[config.mk]
export PLATFORM = sky130hd
export DESIGN_NAME = hpu_id_dec_grp
export DESIGN_NICKNAME = d
export VERILOG_FILES = /design/src/rtl/hpu_id_dec_grp.sv
export SDC_FILE = /design/constraint.sdc
export NUM_CORES = 1
export LEC_CHECK = 0
export CORE_UTILIZATION = 44
export CTS_CLUSTER_SIZE = 20
export DETAILED_ROUTE_END_ITERATION = 10
export GPL_TIMING_DRIVEN = 0
export PLACE_DENSITY = 0.66
export SYNTH_ARGS = -nofsm -noshare
export SYNTH_HDL_FRONTEND = slang
export SYNTH_SLANG_ARGS = --single-unit
[constraint.sdc]
create_clock -name clk_i -period 7.5 [get_ports clk_i]
set_input_delay 2.25 -clock clk_i [delete_from_list [all_inputs] [get_ports clk_i]]
set_output_delay 2.25 -clock clk_i [all_outputs]
set_load 0.01 [all_outputs]
[src/rtl/hpu_id_dec_grp.sv]
// Multi-lane decode stage: a circular instruction queue feeding
// grouped per-lane decode into a registered valid/ready output.
package hpu_pkg;
  typedef logic [31:0] inst_t;
  typedef logic [31:0] pc_t;
  typedef logic [4:0]  arc_sr_index_t;

  typedef enum logic [2:0] {
    TO_NONE,
    TO_ALU,
    TO_LSU,
    TO_MDU,
    TO_VMU
  } issue_type_e;

  localparam logic [6:0] OPC_LD       = 7'h03;
  localparam logic [6:0] OPC_MAT      = 7'h0B;
  localparam logic [6:0] OPC_MISC_MEM = 7'h0F;
  localparam logic [6:0] OPC_OPI      = 7'h13;
  localparam logic [6:0] OPC_AUIPC    = 7'h17;
  localparam logic [6:0] OPC_ST       = 7'h23;
  localparam logic [6:0] OPC_ATOM     = 7'h2F;
  localparam logic [6:0] OPC_OP       = 7'h33;
  localparam logic [6:0] OPC_LUI      = 7'h37;
  localparam logic [6:0] OPC_VEC      = 7'h57;
  localparam logic [6:0] OPC_BR       = 7'h63;
  localparam logic [6:0] OPC_JALR     = 7'h67;
  localparam logic [6:0] OPC_JAL      = 7'h6F;
  localparam logic [6:0] OPC_SYSTEM   = 7'h73;

  typedef struct packed {
    inst_t         inst;
    pc_t           pc;
    issue_type_e   issue_type;
    logic          jbr;
    logic          ld;
    logic          st;
    logic          excp;
    arc_sr_index_t rs1;
    arc_sr_index_t rs2;
    arc_sr_index_t rd;
    logic          rdst_en;
  } dec_lane_t;

  function automatic logic [6:0] get_opcode(inst_t i);
    return i[6:0];
  endfunction

  function automatic arc_sr_index_t get_rs1(inst_t i);
    return i[19:15];
  endfunction

  function automatic arc_sr_index_t get_rs2(inst_t i);
    return i[24:20];
  endfunction

  function automatic arc_sr_index_t get_rd(inst_t i);
    return i[11:7];
  endfunction

  function automatic logic [2:0] get_funct3(inst_t i);
    return i[14:12];
  endfunction

  function automatic logic [6:0] get_funct7(inst_t i);
    return i[31:25];
  endfunction

  function automatic logic is_legal(inst_t i);
    logic [6:0] o;
    o = get_opcode(i);
    return o inside {OPC_LD, OPC_MAT, OPC_MISC_MEM, OPC_OPI,
                     OPC_AUIPC, OPC_ST, OPC_ATOM, OPC_OP,
                     OPC_LUI, OPC_VEC, OPC_BR, OPC_JALR,
                     OPC_JAL, OPC_SYSTEM};
  endfunction

  function automatic logic is_ser(inst_t i);
    logic [6:0] o;
    o = get_opcode(i);
    return (o == OPC_MISC_MEM) || (o == OPC_SYSTEM) || !is_legal(i);
  endfunction

  function automatic logic is_mdu(inst_t i);
    return (get_opcode(i) == OPC_OP) && (get_funct7(i) == 7'h01);
  endfunction

  function automatic logic is_jbr(inst_t i);
    logic [6:0] o;
    o = get_opcode(i);
    return (o == OPC_BR) || (o == OPC_JAL) || (o == OPC_JALR);
  endfunction

  function automatic dec_lane_t decode_inst(inst_t i, pc_t pc);
    dec_lane_t  d;
    logic [6:0] o;
    logic [2:0] f3;
    d      = '0;
    o      = get_opcode(i);
    f3     = get_funct3(i);
    d.inst = i;
    d.pc   = pc;
    d.rs1  = get_rs1(i);
    d.rs2  = get_rs2(i);
    d.rd   = get_rd(i);
    unique case (1'b1)
      o == OPC_LD: begin
        d.issue_type = TO_LSU;
        d.ld         = 1'b1;
        d.rdst_en    = 1'b1;
      end
      o == OPC_ST: begin
        d.issue_type = TO_LSU;
        d.st         = 1'b1;
      end
      o == OPC_ATOM: begin
        d.issue_type = TO_LSU;
        d.rdst_en    = 1'b1;
      end
      o == OPC_MISC_MEM: begin
        if (f3 == 3'd0) d.issue_type = TO_LSU;
        else if (f3 != 3'd1) d.excp = 1'b1;
      end
      o == OPC_SYSTEM: begin
        // csr space 0xBC0-0xBFF belongs to the vector unit
        if (f3 != 3'd0) begin
          if (i[31:26] == 6'b101111) begin
            d.issue_type = TO_VMU;
          end else begin
            d.issue_type = TO_LSU;
            d.rdst_en    = 1'b1;
          end
        end
      end
      o == OPC_OP: begin
        d.issue_type = is_mdu(i) ? TO_MDU : TO_ALU;
        d.rdst_en    = 1'b1;
      end
      o == OPC_OPI,
      o == OPC_LUI,
      o == OPC_AUIPC: begin
        d.issue_type = TO_ALU;
        d.rdst_en    = 1'b1;
      end
      o == OPC_BR: begin
        d.issue_type = TO_ALU;
        d.jbr        = 1'b1;
      end
      o == OPC_JAL,
      o == OPC_JALR: begin
        d.issue_type = TO_ALU;
        d.jbr        = 1'b1;
        d.rdst_en    = 1'b1;
      end
      o == OPC_VEC,
      o == OPC_MAT: begin
        d.issue_type = TO_VMU;
      end
      default: begin
        d.excp = 1'b1;
      end
    endcase
    return d;
  endfunction
endpackage

module hpu_id_dec_grp
  import hpu_pkg::*;
#(
  parameter int DEC_WIDTH  = 2,
  parameter int IBUF_DEPTH = 8
) (
  input  logic                               clk_i,
  input  logic                               rst_i,
  input  logic                               flush_i,
  input  logic [DEC_WIDTH-1:0]               fetch_vld_i,
  input  inst_t [DEC_WIDTH-1:0]              fetch_inst_i,
  input  pc_t [DEC_WIDTH-1:0]                fetch_pc_i,
  output logic                               fetch_rdy_o,
  output logic [DEC_WIDTH-1:0]               dec_vld_o,
  input  logic                               dec_rdy_i,
  output inst_t [DEC_WIDTH-1:0]              dec_inst_o,
  output pc_t [DEC_WIDTH-1:0]                dec_pc_o,
  output issue_type_e [DEC_WIDTH-1:0]        dec_issue_type_o,
  output logic [DEC_WIDTH-1:0]               dec_is_jbr_o,
  output logic [DEC_WIDTH-1:0]               dec_is_ld_o,
  output logic [DEC_WIDTH-1:0]               dec_is_st_o,
  output logic [DEC_WIDTH-1:0]               dec_excp_en_o,
  output arc_sr_index_t [DEC_WIDTH-1:0]      dec_rs1_o,
  output arc_sr_index_t [DEC_WIDTH-1:0]      dec_rs2_o,
  output arc_sr_index_t [DEC_WIDTH-1:0]      dec_rd_o,
  output logic [DEC_WIDTH-1:0]               dec_rdst_en_o
);

  localparam int PW = $clog2(IBUF_DEPTH);
  localparam int CW = PW + 1;

  inst_t q_inst [IBUF_DEPTH];
  pc_t   q_pc   [IBUF_DEPTH];

  logic [PW-1:0] head_q, tail_q;
  logic [CW-1:0] cnt_q;
  logic [CW-1:0] n_enq, n_pop;
  logic          ld;

  logic [DEC_WIDTH-1:0]      vld_q, vld_d;
  dec_lane_t [DEC_WIDTH-1:0] lane_q, lane_d;

  assign fetch_rdy_o = !rst_i &&
    ((IBUF_DEPTH - int'(cnt_q)) >= DEC_WIDTH);
  assign ld = !(|vld_q) || dec_rdy_i;

  always_comb begin : c_enq
    logic run;
    run   = 1'b1;
    n_enq = '0;
    for (int k = 0; k < DEC_WIDTH; k++) begin
      if (!fetch_vld_i[k]) run = 1'b0;
      if (run) n_enq = n_enq + CW'(1);
    end
    if (!fetch_rdy_o || flush_i) n_enq = '0;
  end

  // walk lanes from the head; stop at the first grouping violation
  always_comb begin : c_grp
    logic [PW-1:0] idx;
    logic          open;
    logic          mdu_seen;
    logic          take;
    vld_d    = '0;
    lane_d   = '0;
    n_pop    = '0;
    open     = 1'b1;
    mdu_seen = 1'b0;
    for (int k = 0; k < DEC_WIDTH; k++) begin
      idx  = head_q + PW'(k);
      take = 1'b0;
      if (open && (CW'(k) < cnt_q)) begin
        if (is_ser(q_inst[idx])) begin
          open = 1'b0;
          take = (k == 0);
        end else if (is_mdu(q_inst[idx]) && mdu_seen) begin
          open = 1'b0;
        end else begin
          take     = 1'b1;
          open     = !is_jbr(q_inst[idx]);
          mdu_seen = mdu_seen | is_mdu(q_inst[idx]);
        end
      end
      if (take) begin
        vld_d[k]  = 1'b1;
        lane_d[k] = decode_inst(q_inst[idx], q_pc[idx]);
        n_pop     = n_pop + CW'(1);
      end
    end
  end

  always_ff @(posedge clk_i) begin
    for (int k = 0; k < DEC_WIDTH; k++) begin
      if (CW'(k) < n_enq) begin
        q_inst[tail_q + PW'(k)] <= fetch_inst_i[k];
        q_pc[tail_q + PW'(k)]   <= fetch_pc_i[k];
      end
    end
  end

  always_ff @(posedge clk_i) begin
    if (rst_i || flush_i) begin
      head_q <= '0;
      tail_q <= '0;
      cnt_q  <= '0;
      vld_q  <= '0;
      lane_q <= '0;
    end else begin
      tail_q <= tail_q + n_enq[PW-1:0];
      cnt_q  <= cnt_q + n_enq - (ld ? n_pop : '0);
      if (ld) begin
        head_q <= head_q + n_pop[PW-1:0];
        vld_q  <= vld_d;
        lane_q <= lane_d;
      end
    end
  end

  assign dec_vld_o = vld_q;

  for (genvar k = 0; k < DEC_WIDTH; k++) begin : g_out
    assign dec_inst_o[k]       = lane_q[k].inst;
    assign dec_pc_o[k]         = lane_q[k].pc;
    assign dec_issue_type_o[k] = lane_q[k].issue_type;
    assign dec_is_jbr_o[k]     = lane_q[k].jbr;
    assign dec_is_ld_o[k]      = lane_q[k].ld;
    assign dec_is_st_o[k]      = lane_q[k].st;
    assign dec_excp_en_o[k]    = lane_q[k].excp;
    assign dec_rs1_o[k]        = lane_q[k].rs1;
    assign dec_rs2_o[k]        = lane_q[k].rs2;
    assign dec_rd_o[k]         = lane_q[k].rd;
    assign dec_rdst_en_o[k]    = lane_q[k].rdst_en;
  end

endmodule

**After elaboration in Yosys (flattened, before gate mapping)**

Memories as Yosys holds them, arrays and structs flattened. A register that Yosys moved wholly into a read port is not among the register bits.
Cells that the tools add are included.

- RAM bits: 512
- Memories kept: 2
- Word-level logic and storage cells: 171
- Register bits: 186
- Bits of input ports: 134
- Output and inout bits: 177

Memory list:

| memory | words | bits a word | rd ports | clocked after Yosys merged registers in | write ports | RTL line | RTL |
|---|---|---|---|---|---|---|---|
| q_inst | 8 | 32 | 2 | 1 | 2 | 198 | `inst_t q_inst [IBUF_DEPTH];` |
| q_pc | 8 | 32 | 2 | 1 | 2 | 199 | `pc_t q_pc [IBUF_DEPTH];` |

- Reduce and logical (&&, ||, !) cells: 39
- Equality and inequality tests: 34
- Multiplexer cells: 56
- Order comparisons: 5
- Add/subtract/negate cells: 9

Operators by type and width:

| operator | count |
|---|---|
| $mux 87 | 2 |
| $eq 7x7->1 const B | 10 |
| $eq 7x6->1 const B | 8 |
| $pmux 3 s6 | 2 |
| $mux 1 | 32 |
| $eq 7x4->1 const B | 4 |
| $eq 7x5->1 const B | 4 |
| $reduce_bool 14->1 | 2 |
| $reduce_or 13->1 | 2 |
| $mux 3 | 8 |
| $lt 1x4->1 const A | 4 |
| $mux 4 | 4 |
| $reduce_or 8->1 | 2 |
| $eq 7x1->1 const B | 2 |
| $eq 7x2->1 const B | 2 |
| $eq 6x6->1 const B | 2 |
| $reduce_or 3->1 | 4 |
| $reduce_or 6->1 | 2 |
| $logic_or 1x1->1 | 9 |
| $add 4x1->4 const B | 2 |
| $mux 2 | 4 |
| $pmux 1 s2 | 4 |
| $add 3x1->3 const B | 2 |
| $add 3x3->3 | 2 |
| other kinds (10) | 24 |

**Depth between registers and ports, before layout**

- Depth in word-level cells: 14
- Mapped depth: 19

**Worst setup path after synthesis**

OpenSTA, ideal clock, no wires.

- Path type: input to register
- Start: input port rst_i
- End: memory q_inst[1][0] (netlist bit) (enable)
- Setup slack: -0.755 ns
- Path buffers: 0
- Arrival: 7.674 ns
- Stages: 3
- Cell sequence: a211oi_1 -> nand3_1 -> o31ai_1

RTL lines:

| item | RTL line | RTL |
|---|---|---|
| start: declaration | 174 | `input logic rst_i,` |
| end: declaration | 198 |  |

**Final worst setup path**

- Start: input port rst_i
- End: output port fetch_rdy_o

- Word-level cells in the longest chain between the ends: 2

RTL lines:

| item | RTL line | RTL |
|---|---|---|
| $logic_not 1->1 | 209 | `assign fetch_rdy_o = !rst_i &&` |
| $logic_and 1x1->1 | 209 |  |
| end: declaration | 179 | `output logic fetch_rdy_o,` |

No other way between the ends.

==> impl_metrics.py <==
metrics = {
    "sta": {
        "final.min_clock_period_ns": 6.598,
        "rsz0062_at_grt": "no",
        "hold-worst-slack_ns": 0.4472,
        "max_freq_ghz": 0.1516,
        "fin_crit_sh_pct": 87.97,
        "drv_slew": 0,
        "setup-tns-final_ns": 0,
        "skew_ns": 0.02097,
        "fin_ws_ns": 0.9022,
        "tightest_slew_ns": 1.491,
        "finalHoldViolCount": 0,
        "setup_viol": 0,
        "maxSlewHeadroom_pct": 0.5982,
    },
    "clock_tree": {
        "cts_resized": 0,
        "holdBufCountCts": 0,
        "worst_skew_pair.late_latency_ns": 0.63,
        "numCtsBuffers": 77,
        "root_buffer": "clkbuf_16",
        "tritoncts": "done",
        "cts_buffer_depth": 3,
        "htree_levels": 3,
        "cts.sinks": 671,
        "post_cts_buffers": 0,
        "clk_pin_slew_ns": 0.05,
    },
    "critical_path": {
        "crit_arrival_ns": 4.35,
        "worstSetupEndpointType": "output pin",
        "cp-startpoint": "rst_i",
        "cp_max_fo": 4,
        "cp-start-kind": "input port",
        "crit_required_ns": 5.25,
        "path_class": "input port to output pin",
    },
    "drt": {
        "ant_nets": 0,
        "drt_iter0_drc": 2908,
        "route.detailed.drc": 0,
        "wl_per_cell_um": 29.91,
        "via_per_inst": 6.128,
        "firstDrtPassIters": 5,
        "wirelength_mm": 117.2,
        "vias": 24000,
    },
    "logic_synthesis": {
        "synth_xor_area_share_pct": 0.2723,
        "synth_edf_count": 512,
        "yosysSeqAreaShare_pct": 51.79,
        "synthMuxAreaShare_pct": 36.28,
        "synth_ff_type": "edfxtp_1",
        "netlist_instances": 2362,
        "synth_compound_area_share_pct": 3.799,
        "synth_seq_cells": 671,
        "synth_area_mm2": 0.03584,
        "syn_area_per_cell_um2": 15.17,
        "syn_nets": 2513,
        "synthSimpleGateAreaFrac_pct": 4.130,
        "synth_top_family_by_area": "multiplexers",
        "yosysWarnings": 0,
        "synthArstFlopShare_pct": 0,
        "ys_types": 68,
        "synthAdderAreaFrac_pct": 0.6774,
    },
    "cells_and_area": {
        "area_delta_synth_final_pct": 21.88,
        "final_common_cell": "mux2_2",
        "mostFrequentLayoutCells": "mux2_2 (524), edfxtp_1 (512), clkdlybuf4s50_1 (310), mux4_2 (242), dfxtp_1 (159)",
        "fin_nets": 2935,
        "multi_input_area_mm2": 0.01628,
        "fillers": 6510,
        "drive_above_1_share_pct": 38.17,
        "ff_latch_area_mm2": 0.01856,
        "design_area_mm2": 0.04368,
    },
    "placed_design": {
        "pre_cts_ws_ns": 0.6422,
        "placed_cell_area_mm2": 0.04110,
        "port_buffers": 310,
        "gp_congestion": 0.9292,
        "post-dp-hpwl_mm": 82.80,
    },
    "floorplan": {
        "start_util_pct": 44.49,
        "num_rows": 104,
        "fp.dieW_um": 287.4,
        "die_height_um": 287.4,
        "io_pins": 311,
        "core_area_mm2": 0.08055,
        "die_area_mm2": 0.08259,
    },
    "outcome": {
        "violations": "capacitance limit",
        "status": "complete, but fails checks",
    },
    "grt": {
        "grt_max_degree": 22,
        "gr-usage-all-layers_pct": 28.30,
        "grt-ovfl-total": 0,
        "grt_pass1_wl_mm": 168.0,
        "first_global_vias": 24530,
        "antenna_found_initial": 24,
    },
    "min_path": {
        "hold_class": "register to register",
        "min-delay-start": "dec_inst_o[32]",
    },
    "power": {
        "peakVddDrop_mv": 0.1703,
        "power_density_mw_per_mm2": 277.0,
        "leakage_nw": 14.13,
    },
    "flow_run": {
        "cap_violations": 1,
    },
}
## Yosys cell counts, drive strengths merged (2+ instances only)
cell type / instances / area [um2]
nor4b: 2 / 17.52
a21o: 2 / 15.01
edfxtp: 512 / 15370
mux2: 524 / 5901
o21a: 2 / 15.01
a31oi: 9 / 56.30
nor3b: 7 / 52.55
o31ai: 3 / 22.52
nor2b: 4 / 25.02
nand4: 7 / 58.81
inv: 17 / 63.81
o21ai: 82 / 639.4
and3: 6 / 37.54
o211ai: 5 / 37.54
nor4: 4 / 40.04
buf: 106 / 668.1
a2111oi: 2 / 30.03
o21bai: 2 / 15.01
clkbuf: 93 / 349.1
a211o: 2 / 17.52
nor3: 11 / 55.05
a22oi: 9 / 67.56
fa: 4 / 80.08
a21boi: 3 / 22.52
nand3: 12 / 60.06
nor2: 148 / 555.5
and2: 10 / 66.31
xnor2: 5 / 62.56
ha: 13 / 162.7
a21oi: 68 / 340.3
nand2: 107 / 401.6
or2: 2 / 12.51
nand3b: 3 / 22.52
mux2i: 141 / 1415
dfxtp: 159 / 3183
mux4: 251 / 5685
xor2: 4 / 35.03
nand2b: 5 / 31.28
## per-layer routing
layer  part of all wire [%]  GRT usage (%)
met1                     39          36.32
met5                   0.13              0
met4                    3.3          10.21
met3                    9.0          6.579
met2                     49          46.71
## sequential cells by signal (all words and copies together), names as in the netlist, 3 cells and up, named ones only
signal            count
dec_rs2_o             4
head_q                3
dec_rs1_o             4
dec_issue_type_o      6
dec_pc_o             64
dec_inst_o           52
cnt_q                 4
tail_q                3
dec_rd_o              4
q_pc                256
q_inst              256
## worst max-delay path, stage by stage
cell	delay [ns]
clkdlybuf4s50_1	0.51
a211oi_1	0.88
clkdlybuf4s50_1	0.71
## worst paths after layout
kind	end	slack [ns]	cells past startpoint
worst min register to register	dec_inst_o[32]	0.45	2
worst max register to register	cnt_q[2]	2.10	17
worst max-delay path	fetch_rdy_o	0.90	3
worst min-delay path	dec_inst_o[32]	0.45	2
## logic make-up (layout without fill, tap and decap cells)
family                   Yosys count  after routing
multiplexers                     916            916
flip-flops                       671            671
AND/OR/NAND/NOR                  333            333
buffers and inverters            218            701
AO/OA/AOI/OAI                    198            198
adder cells (fa/ha/maj)           17             17
XOR/XNOR                           9              9
other                              0             12
## stage by stage
stage               instances  util (%)  total power, mW
global route             3914     54.21            12.53
global placement         3732     50.00            8.260
finish                   3917     54.22            12.10
detailed placement       3765     51.02            8.329
floorplan                2362         -            6.901
CTS                      3905     54.19            12.13
## final cells by class
class / instances / share of cell area, %
Clock buffer: 112 / 5.231
Antenna cell: 12 / 0.06875
Clock inverter: 28 / 0.6016
Inverter: 18 / 0.1547
Tap cell: 1060 / 3.037
Sequential cell: 671 / 42.49
Buffer: 200 / 2.352
Timing Repair Buffer: 343 / 8.795
Multi-Input combinational cell: 1473 / 37.27
## report_power, final
group	switching, mW	internal (mW)	leakage, nW
Combinational	2.23	1.78	6.97
Clock	1.54	2.28	1.26
Sequential	0.0959	4.17	5.90
Total	3.87	8.23	14.1
Power figures use the tool's default switching activity.
